### src/rtl/mc_ctrl.sv
// -----------------------------------------------------------------------------
// mc_ctrl
//   Multi-cycle sequencer for the MIPS core. Owns PC, IR and the pc+4 link
//   value, steps each instruction through FETCH/DECODE/EXEC/MEM/WB and drives
//   the per-cycle datapath controls. Instruction and data memories are
//   req/ready slaves of variable latency; a watchdog aborts hung accesses.
//
// Ports
//   clk, reset        rising-edge clock, asynchronous active-low reset
//   imem_ready/rdata  instruction memory handshake and fetched word
//   dmem_ready        data access complete
//   rd1               GRF read port 1 (rs), target of jr
//   zero              ALU zero flag, sampled in EXEC for beq
//   pc, ir, pc4       architectural PC, latched instruction, pc+4 link value
//   imem_req          instruction fetch request
//   dmem_req/dmem_we  data access request / write qualifier
//   alu_op, alu_src, ext_op, reg_dst, mem_to_reg   datapath controls
//   grf_we            register-file write strobe (WB only)
//   retire, illegal, bus_err   one-cycle event pulses
// -----------------------------------------------------------------------------
module mc_ctrl #(
    parameter logic [31:0] RESET_PC    = 32'h0000_3000,
    parameter int unsigned MEM_TIMEOUT = 16,
    parameter int unsigned TO_W        = 5
) (
    input  logic        clk,
    input  logic        reset,
    input  logic        imem_ready,
    input  logic [31:0] imem_rdata,
    input  logic        dmem_ready,
    input  logic [31:0] rd1,
    input  logic        zero,
    output logic [31:0] pc,
    output logic [31:0] ir,
    output logic [31:0] pc4,
    output logic        imem_req,
    output logic        dmem_req,
    output logic        dmem_we,
    output logic [2:0]  alu_op,
    output logic        alu_src,
    output logic        ext_op,
    output logic [1:0]  reg_dst,
    output logic [1:0]  mem_to_reg,
    output logic        grf_we,
    output logic        retire,
    output logic        illegal,
    output logic        bus_err
);

    typedef enum logic [2:0] {
        S_FETCH,
        S_DECODE,
        S_EXEC,
        S_MEM,
        S_WB
    } state_t;

    state_t            state_q, state_d;
    logic [31:0]       pc_q, pc_d;
    logic [31:0]       ir_q, ir_d;
    logic [31:0]       pc4_q, pc4_d;
    logic [TO_W-1:0]   cnt_q, cnt_d;

    // ------------------------------------------------------------------
    // Instruction decode (latched IR only)
    // ------------------------------------------------------------------
    logic [5:0] op, fn;
    logic is_add, is_sub, is_jr, is_ori, is_lui, is_lw, is_sw, is_beq, is_j, is_jal;
    logic legal;

    always_comb begin
        op     = ir_q[31:26];
        fn     = ir_q[5:0];
        is_add = (op == 6'h00) && (fn == 6'h20);
        is_sub = (op == 6'h00) && (fn == 6'h22);
        is_jr  = (op == 6'h00) && (fn == 6'h08);
        is_ori = (op == 6'h0D);
        is_lui = (op == 6'h0F);
        is_lw  = (op == 6'h23);
        is_sw  = (op == 6'h2B);
        is_beq = (op == 6'h04);
        is_j   = (op == 6'h02);
        is_jal = (op == 6'h03);
        legal  = is_add | is_sub | is_jr | is_ori | is_lui | is_lw | is_sw |
                 is_beq | is_j | is_jal;
    end

    logic [31:0] br_off, j_tgt;
    logic        timeout_hit;

    always_comb begin
        br_off      = {{14{ir_q[15]}}, ir_q[15:0], 2'b00};
        j_tgt       = {pc4_q[31:28], ir_q[25:0], 2'b00};
        // The wait that would bring the count to MEM_TIMEOUT is the last one;
        // a ready arriving in that same cycle still completes the access.
        timeout_hit = (cnt_q == TO_W'(MEM_TIMEOUT - 1));
    end

    // ------------------------------------------------------------------
    // Next-state logic
    // ------------------------------------------------------------------
    always_comb begin
        state_d = state_q;
        pc_d    = pc_q;
        ir_d    = ir_q;
        pc4_d   = pc4_q;
        cnt_d   = cnt_q;

        unique case (state_q)
            S_FETCH: begin
                if (imem_ready) begin
                    ir_d    = imem_rdata;
                    pc4_d   = pc_q + 32'd4;
                    state_d = S_DECODE;
                end else if (timeout_hit) begin
                    cnt_d   = '0;          // abort: refetch the same pc
                end else begin
                    cnt_d   = cnt_q + 1'b1;
                end
            end
            S_DECODE: begin
                if (!legal) begin
                    pc_d    = pc4_q;
                    cnt_d   = '0;
                    state_d = S_FETCH;
                end else begin
                    state_d = S_EXEC;
                end
            end
            S_EXEC: begin
                cnt_d = '0;
                if (is_beq) begin
                    pc_d    = zero ? (pc4_q + br_off) : pc4_q;
                    state_d = S_FETCH;
                end else if (is_j) begin
                    pc_d    = j_tgt;
                    state_d = S_FETCH;
                end else if (is_jr) begin
                    pc_d    = rd1;
                    state_d = S_FETCH;
                end else if (is_lw || is_sw) begin
                    state_d = S_MEM;
                end else begin
                    if (is_jal) pc_d = j_tgt;
                    state_d = S_WB;
                end
            end
            S_MEM: begin
                if (dmem_ready) begin
                    cnt_d = '0;
                    if (is_lw) begin
                        state_d = S_WB;
                    end else begin
                        pc_d    = pc4_q;
                        state_d = S_FETCH;
                    end
                end else if (timeout_hit) begin
                    pc_d    = pc4_q;       // abort: skip the instruction
                    cnt_d   = '0;
                    state_d = S_FETCH;
                end else begin
                    cnt_d   = cnt_q + 1'b1;
                end
            end
            S_WB: begin
                if (!is_jal) pc_d = pc4_q;
                cnt_d   = '0;
                state_d = S_FETCH;
            end
            default: begin
                state_d = S_FETCH;
                cnt_d   = '0;
            end
        endcase
    end

    always_ff @(posedge clk or negedge reset) begin
        if (!reset) begin
            state_q <= S_FETCH;
            pc_q    <= RESET_PC;
            ir_q    <= '0;
            pc4_q   <= RESET_PC + 32'd4;
            cnt_q   <= '0;
        end else begin
            state_q <= state_d;
            pc_q    <= pc_d;
            ir_q    <= ir_d;
            pc4_q   <= pc4_d;
            cnt_q   <= cnt_d;
        end
    end

    // ------------------------------------------------------------------
    // Outputs: decoded from state and IR. Strobes are gated by reset so an
    // in-flight access drops the moment reset is asserted.
    // ------------------------------------------------------------------
    always_comb begin
        pc         = pc_q;
        ir         = ir_q;
        pc4        = pc4_q;

        alu_op     = 3'd0;
        if (is_sub || is_beq) alu_op = 3'd1;
        if (is_ori)           alu_op = 3'd2;
        if (is_lui)           alu_op = 3'd3;
        alu_src    = is_ori | is_lui | is_lw | is_sw;
        ext_op     = is_lw | is_sw | is_beq;
        reg_dst    = is_jal ? 2'd2 : ((is_add | is_sub) ? 2'd1 : 2'd0);
        mem_to_reg = is_jal ? 2'd2 : (is_lw ? 2'd1 : 2'd0);

        imem_req   = reset && (state_q == S_FETCH);
        dmem_req   = reset && (state_q == S_MEM);
        dmem_we    = reset && (state_q == S_MEM) && is_sw;
        grf_we     = reset && (state_q == S_WB);
        illegal    = reset && (state_q == S_DECODE) && !legal;
        retire     = reset && (((state_q == S_EXEC) && (is_beq | is_j | is_jr)) ||
                               ((state_q == S_MEM) && is_sw && dmem_ready) ||
                               (state_q == S_WB));
        bus_err    = reset && (((state_q == S_FETCH) && !imem_ready && timeout_hit) ||
                               ((state_q == S_MEM) && !dmem_ready && timeout_hit));
    end

endmodule
### config.mk
export PLATFORM = sky130hd
export DESIGN_NAME = mc_ctrl
export DESIGN_NICKNAME = d
export VERILOG_FILES = /design/src/rtl/mc_ctrl.sv
export SDC_FILE = /design/constraint.sdc
export NUM_CORES = 1
export LEC_CHECK = 0
export CAP_MARGIN = 10
export CORE_MARGIN = 3
export CORE_UTILIZATION = 30
export DETAILED_ROUTE_END_ITERATION = 10
export DONT_BUFFER_PORTS = 1
export MAX_ROUTING_LAYER = met4
export PLACE_DENSITY = 0.48
export SETUP_SLACK_MARGIN = 0.1
export SYNTH_ARGS = -nofsm -noshare
export SYNTH_HDL_FRONTEND = slang
export SYNTH_SLANG_ARGS = --single-unit
### constraint.sdc
create_clock -name clk -period 2.66 [get_ports clk]
set_clock_uncertainty 0.1 [all_clocks]
set_input_delay 0.665 -clock clk [delete_from_list [all_inputs] [get_ports clk]]
set_output_delay 0.665 -clock clk [all_outputs]
set_load 0.05 [all_outputs]
Word level (Yosys, flattened, before mapping)
Cells that the tools add are included.
Storage, ports and cells
  register bits after elaboration: 104
  bits of input ports: 69
  output and inout port bits: 112
  logic and storage cells: 114
Operators by class
  $add $sub $neg: 3
  eq/ne operators: 23
  mux-type cells: 34
  bitwise logic cells: 16
  reduce and logical (&&, ||, !) cells: 33
Operator list (count)
  $mux W32: 11
  $pmux W32 S4: 1
  $add A32 B3 Y32 const B: 1
  $add A32 B32 Y32: 1
  $mux W3: 10
  $eq A6 B6 Y1 const B: 4
  $mux W5: 4
  $eq A6 B4 Y1 const B: 3
  $logic_and A1 B1 Y1: 18
  $or A1 B1 Y1: 16
  $pmux W5 S3: 1
  $eq A6 B2 Y1 const B: 2
  $pmux W3 S4: 1
  $ne A5 B5 Y1 const B: 2
  $ne A2 B2 Y1 const B: 4
  $reduce_and A7 Y1: 1
  $eq A3 B2 Y1 const B: 2
  $eq A6 B3 Y1 const B: 1
  $logic_not A6 Y1: 1
  $mux W2: 3
  $ne A3 B3 Y1 const B: 2
  $reduce_and A2 Y1: 3
  $add A5 B1 Y5 const B: 1
  $eq A5 B4 Y1 const B: 1
  other kinds (7): 15

Depth between registers and ports, before layout
  depth after elaboration: 13
  gate-level depth with buffers: 11

Worst setup path before layout
OpenSTA, ideal clock, no wires.
  path type: register -> output
  from: register ir_q[27], in the netlist ir[27]
  to: output port alu_op[0]
  data arrival time: 3.273 ns
  data required time: 1.895 ns
  setup slack: -1.378 ns
  cell stages (with the launch flop): 6
  buffers on the path: 1
  cell sequence: dfrtp_1 -> buf_2 -> or4_4 -> nand3b_4 -> nor3_1 -> a221o_1
Between the ends
  word-level cells in the longest chain between the ends: 6
  elaborated cells on any way between the ends: 9
  classes of those cells: eq/ne (3); mux (3); reduce/logical (3)
Ends and longest elaborated chain
  start, declared: line 60  | logic [31:0] ir_q, ir_d;
  start signal, assigned: line 187  | ir_q <= ir_d;
  $logic_not A6 Y1: line 75  | is_sub = (op == 6'h00) && (fn == 6'h22);
  $logic_and A1 B1 Y1: line 75
  $logic_or A1 B1 Y1: line 203  | if (is_sub || is_beq) alu_op = 3'd1;
  $mux W1: line 203
  $mux W3: line 204  | if (is_ori) alu_op = 3'd2;
  $mux W3 *: line 205  | if (is_lui) alu_op = 3'd3;
  end, declared: line 39  | output logic [2:0] alu_op,
Mark *: on every way between the ends. The rest lies on a longest branch, timed or not.

Worst setup path in the final report
  from: register ir_q[26], in the netlist ir[26]
  to: output port retire
Between the ends
  word-level cells in the longest chain between the ends: 7
  elaborated cells on any way between the ends: 13
  classes of those cells: eq/ne (3); bitwise (2); reduce/logical (8)
Ends and longest elaborated chain
  $eq A6 B3 Y1, or another cell as far along: line 81  | is_beq = (op == 6'h04);
  $or A1 B1 Y1 / $logic_and A1 B1 Y1 (equally long branches): line 216, 76
  $or A1 B1 Y1: line 216  | retire = reset && (((state_q == S_EXEC) && (is_beq | is_j | is_jr)) ||
  $logic_and A1 B1 Y1: line 216
  $logic_or A1 B1 Y1 *: line 216
  $logic_or A1 B1 Y1 *: line 217  | ((state_q == S_MEM) && is_sw && dmem_ready) ||
  $logic_and A1 B1 Y1 *: line 216
  end, declared: line 45  | output logic retire,
Marked as above.

==> impl_metrics.sql <==
INSERT INTO impl_metrics (metric_group, metric, value, unit) VALUES
('run_status', 'outcome', 'complete, but fails checks', ''),
('run_status', 'failed_checks', 'hold timing, setup timing', ''),
('cells_and_area', 'fin_util', '44.28', '%'),
('timing', 'timing.final.setup_violations', '33', ''),
('timing', 'hold_ws', '-0.1001', 'ns'),
('logic_synthesis', 'synth_area_leader_cell', 'dfrtp_1', ''),
('logic_synthesis', 'yosys.area.top_type_share', '34.91', '%'),
('setup_path', 'reg2reg_to', 'pc[22]', ''),
('setup_path', 'cp-end-kind', 'output port', ''),
('clocking', 'cell_at_the_root_of_the_clock_tree', 'clkbuf_16', ''),
('cells_and_area', 'multiInputGateArea', '4912', 'sq um'),
('setup_path', 'worst-setup-path-type', 'flop to output port', ''),
('cells_and_area', 'drive_above_1_share', '35.56', '%'),
('die', 'floorplan.initialDensity', '30.96', '%'),
('route', 'post-route-drc-count', '0', ''),
('logic_synthesis', 'number_of_nets_produced_by_synthesis', '1000', ''),
('logic_synthesis', 'synth-seq-area-share', '36.77', '%'),
('logic_synthesis', 'number_of_warnings_printed_during_yosys_synthesis', '0', ''),
('logic_synthesis', 'post_synth.cell_area_avg', '7.893', 'sq um'),
('route', 'detail_route.wirelength', '27.38', 'mm'),
('die', 'ios', '181', ''),
('clocking', 'tritoncts', 'done', ''),
('timing', 'finalMaxSlewViolations', '0', ''),
('clocking', 'tritoncts_buffers', '9', ''),
('setup_path', 'worst_r2r_path_depth', '13', ''),
('die', 'fp.coreArea', '22920', 'sq um'),
('timing', 'post-route-min-period', '3.049', 'ns'),
('timing', 'rsz_0062_raised_after_global_routing', 'true', ''),
('timing', 'tns', '-2.868', 'ns'),
('timing', 'slew_headroom', '50.95', '%'),
('logic_synthesis', 'post_synth_num_cell_types', '66', ''),
('setup_path', 'crit-reg2reg-launch', 'ir[26]', ''),
('route', 'number_of_vias_in_the_routed_layout', '7163', ''),
('timing', 'worst-slew-pin-transition', '0.7357', 'ns'),
('clocking', 'htreeDepth', '3', ''),
('timing', 'timing.final.hold_violations', '99', ''),
('route', 'routedWlPerCell', '19.66', 'microns'),
('global_routing', 'global_route.usage.total', '21.46', '%'),
('die', 'floorplan.die.height', '159.8', 'microns'),
('cells_and_area', 'nNetsFinal', '1176', ''),
('timing', 'final_worst_path_cycle_share', '114.6', '%'),
('route', 'detail-route-antenna-nets', '0', ''),
('setup_path', 'timing.critical_path.required', '1.89', 'ns'),
('global_routing', 'grt_start_max_net_pins', '109', ''),
('global_routing', 'vias_in_the_first_global_route', '7173', ''),
('logic_synthesis', 'synth_flop_cell', 'dfrtp_1', ''),
('setup_path', 'crit_path_start_kind', 'flop', ''),
('logic_synthesis', 'synth.ff_latch_count', '104', ''),
('logic_synthesis', 'number_of_enable_flip_flop_cells_after_synthesis', '0', ''),
('place', 'numPortBuffers', '0', ''),
('route', 'dr.pass1.iters', '5', ''),
('cells_and_area', 'layout.filler_cells', '2270', ''),
('route', 'first_iter_violations', '449', ''),
('global_routing', 'wire_length_of_the_first_global_routing_pass', '42.02', 'mm'),
('clocking', 'cts-root-to-sink-buffers', '2', ''),
('die', 'design.die.area', '25530', 'sq um'),
('job', 'maxCapViolations', '0', ''),
('min_path', 'hold_path_class', 'input pin to async pin', ''),
('setup_path', 'critPathArrivalTime', '2.28', 'ns'),
('setup_path', 'reg2reg_setup_slack', '-0.14', 'ns'),
('place', 'post-place-ws', '-0.09766', 'ns'),
('die', 'core.rowCount', '55', ''),
('timing', 'clock.fmax', '328.0', 'MHz'),
('logic_synthesis', 'netlist_top_cells_area', 'dfrtp_1 35%, nand2_1 11%, ha_1 5.5%, o21ai_0 5.1%, a21oi_1 4.8%', ''),
('timing', 'setup_ws', '-0.3886', 'ns'),
('global_routing', 'initial_antenna_violation_count', '0', ''),
('global_routing', 'grt-ovfl-total', '0', ''),
('cells_and_area', 'ff_latch_area', '2660', 'sq um'),
('place', 'globalplace.congestion', '0.8890', ''),
('logic_synthesis', 'fraction_of_synthesis_flops_using_an_asynchronous_set_or_reset_pin', '100.0', '%'),
('clocking', 'insertion_delay', '0.36', 'ns'),
('cells_and_area', 'area_delta_synth_final', '43.01', '%'),
('route', 'viasPerCell', '5.142', ''),
('die', 'floorplan.die.width', '159.8', 'microns'),
('setup_path', 'path_max_fanout', '2', ''),
('clocking', 'tritoncts_num_sinks', '104', ''),
('cells_and_area', 'antenna-diode-count', '0', ''),
('clocking', 'cts.clk_slew.worst_paths', '0.08', 'ns'),
('logic_synthesis', 'syn_area', '7096', 'sq um'),
('logic_synthesis', 'syn_inst', '899', ''),
('place', 'detailedPlacementHpwl', '20.66', 'mm');
==> worst max-delay path, stage by stage (launching register included) <==
cell and delay, ns:
dfrtp_2 0.40, or4_4 0.54, nand3b_4 0.17, or3_4 0.34
nand3_2 0.08, nand2_2 0.07, a31oi_4 0.17, buf_12 0.15
==> synthesized netlist by cell type (all sizes together), types with 2 or more instances <==
cell type / n
o21bai: 4
a22oi: 3
nand2: 215
xnor2: 29
and2: 5
o211ai: 6
a221oi: 16
dfrtp: 99
nand4: 10
mux2: 2
o2111ai: 2
nand3: 28
mux2i: 3
o21ai: 82
o31ai: 3
a21o: 18
o21a: 6
a41oi: 3
o221ai: 3
clkbuf: 31
or3b: 2
nor4: 2
inv: 15
and4: 4
nor3b: 2
and3: 9
o22ai: 3
or2: 3
ha: 31
buf: 17
a31oi: 11
nor2b: 4
nor2: 70
a211oi: 11
nor3: 22
nand2b: 6
or3: 4
dfstp: 5
xor2: 25
a21oi: 69
nand3b: 2
a311o: 2
==> metrics by stage <==
step	cells	cell area (sq um)
floorplan	899	7393
global placement	1352	9055
detailed placement	1352	9055
CTS	1383	9754
global route	1393	10150
finish	1393	10150
==> metal layers <==
| metal | GRT usage, % | up-vias | part of all wire, % |
|---|---|---|---|
| met1 | 27.20 | 3431 | 44 |
| li1 | - | 3526 | - |
| met2 | 35.23 | 184 | 48 |
| met5 | - | - | 0 |
| met3 | 5.266 | 22 | 6.5 |
| met4 | 4.103 | 0 | 1.6 |
==> layout make-up <==
| type | count | share of cell area, % |
|---|---|---|
| timing repair buffer | 213 | 18.05 |
| clock inverter | 5 | 0.5795 |
| tap | 313 | 3.859 |
| inverter | 16 | 0.5919 |
| multi-input combinational | 731 | 48.41 |
| clock buffer | 11 | 2.293 |
| sequential | 104 | 26.21 |
==> how the worst max path moves through the flow <==
| stage | endpoint | slack [ns] | cells after the start | from |
|---|---|---|---|---|
| 3_3_place_gp | retire | -0.05 | 7 | ir[26] |
| 5_1_grt | retire | -0.46 | 6 | ir[1] |
| 6_report | retire | -0.39 | 7 | ir[26] |
| 2_1_floorplan | retire | -0.61 | 9 | ir[26] |
| 3_5_place_dp | pc[20] | -0.1 | 11 | ir[0] |
| 4_1_cts | retire | -0.39 | 7 | ir[26] |
==> logic make-up after synthesis <==
| kind of cell | share of synthesized area, % |
|---|---|
| and+or+nand+nor | 24.19 |
| buffers and inverters | 3.914 |
| DFF | 36.77 |
| adders and majority gates | 5.749 |
| other | 0.05285 |
| AOI/OAI and AO/OA | 21.92 |
| xor gates and xnor gates | 6.665 |
| muxes | 0.7406 |
==> cells in the final DEF (no fill, tap or decap), types with 7 or more instances in the layout <==
| cell type | count |
|---|---|
| a211oi_1 | 7 |
| a21o_1 | 18 |
| a21oi_1 | 56 |
| a21oi_2 | 13 |
| a221oi_1 | 9 |
| a31oi_1 | 7 |
| and3_1 | 8 |
| buf_12 | 9 |
| buf_4 | 182 |
| buf_6 | 18 |
| clkbuf_16 | 10 |
| dfrtp_1 | 65 |
| dfrtp_2 | 32 |
| ha_1 | 22 |
| ha_4 | 9 |
| inv_1 | 15 |
| nand2_1 | 213 |
| nand3_1 | 25 |
| nand4_1 | 10 |
| nor2_1 | 47 |
| nor2_2 | 14 |
| nor2_4 | 9 |
| nor3_1 | 12 |
| nor3_4 | 8 |
| o21ai_0 | 51 |
| o21ai_1 | 17 |
| o21ai_2 | 12 |
| xnor2_1 | 28 |
| xor2_1 | 25 |
==> sequential cells by signal, indices dropped and copies added, names as in the netlist <==
signal	count
ir	32
pc4	32
pc	32
cnt_q	5
state_q	3
==> timing repair <==
| action | 4_1_cts | 5_1_grt |
|---|---|---|
| pin swaps | 23 | 28 |
| hold endpoints to repair | 99 | 99 |
| gates cloned | 3 | 1 |
| endpoints found under the setup margin | 34 | 53 |
| buffers inserted | 12 | 10 |
| resized for setup | 67 | 75 |
Power is not shown: default switching activity piles up to over one toggle a cycle in this logic, so the estimate is an artifact.
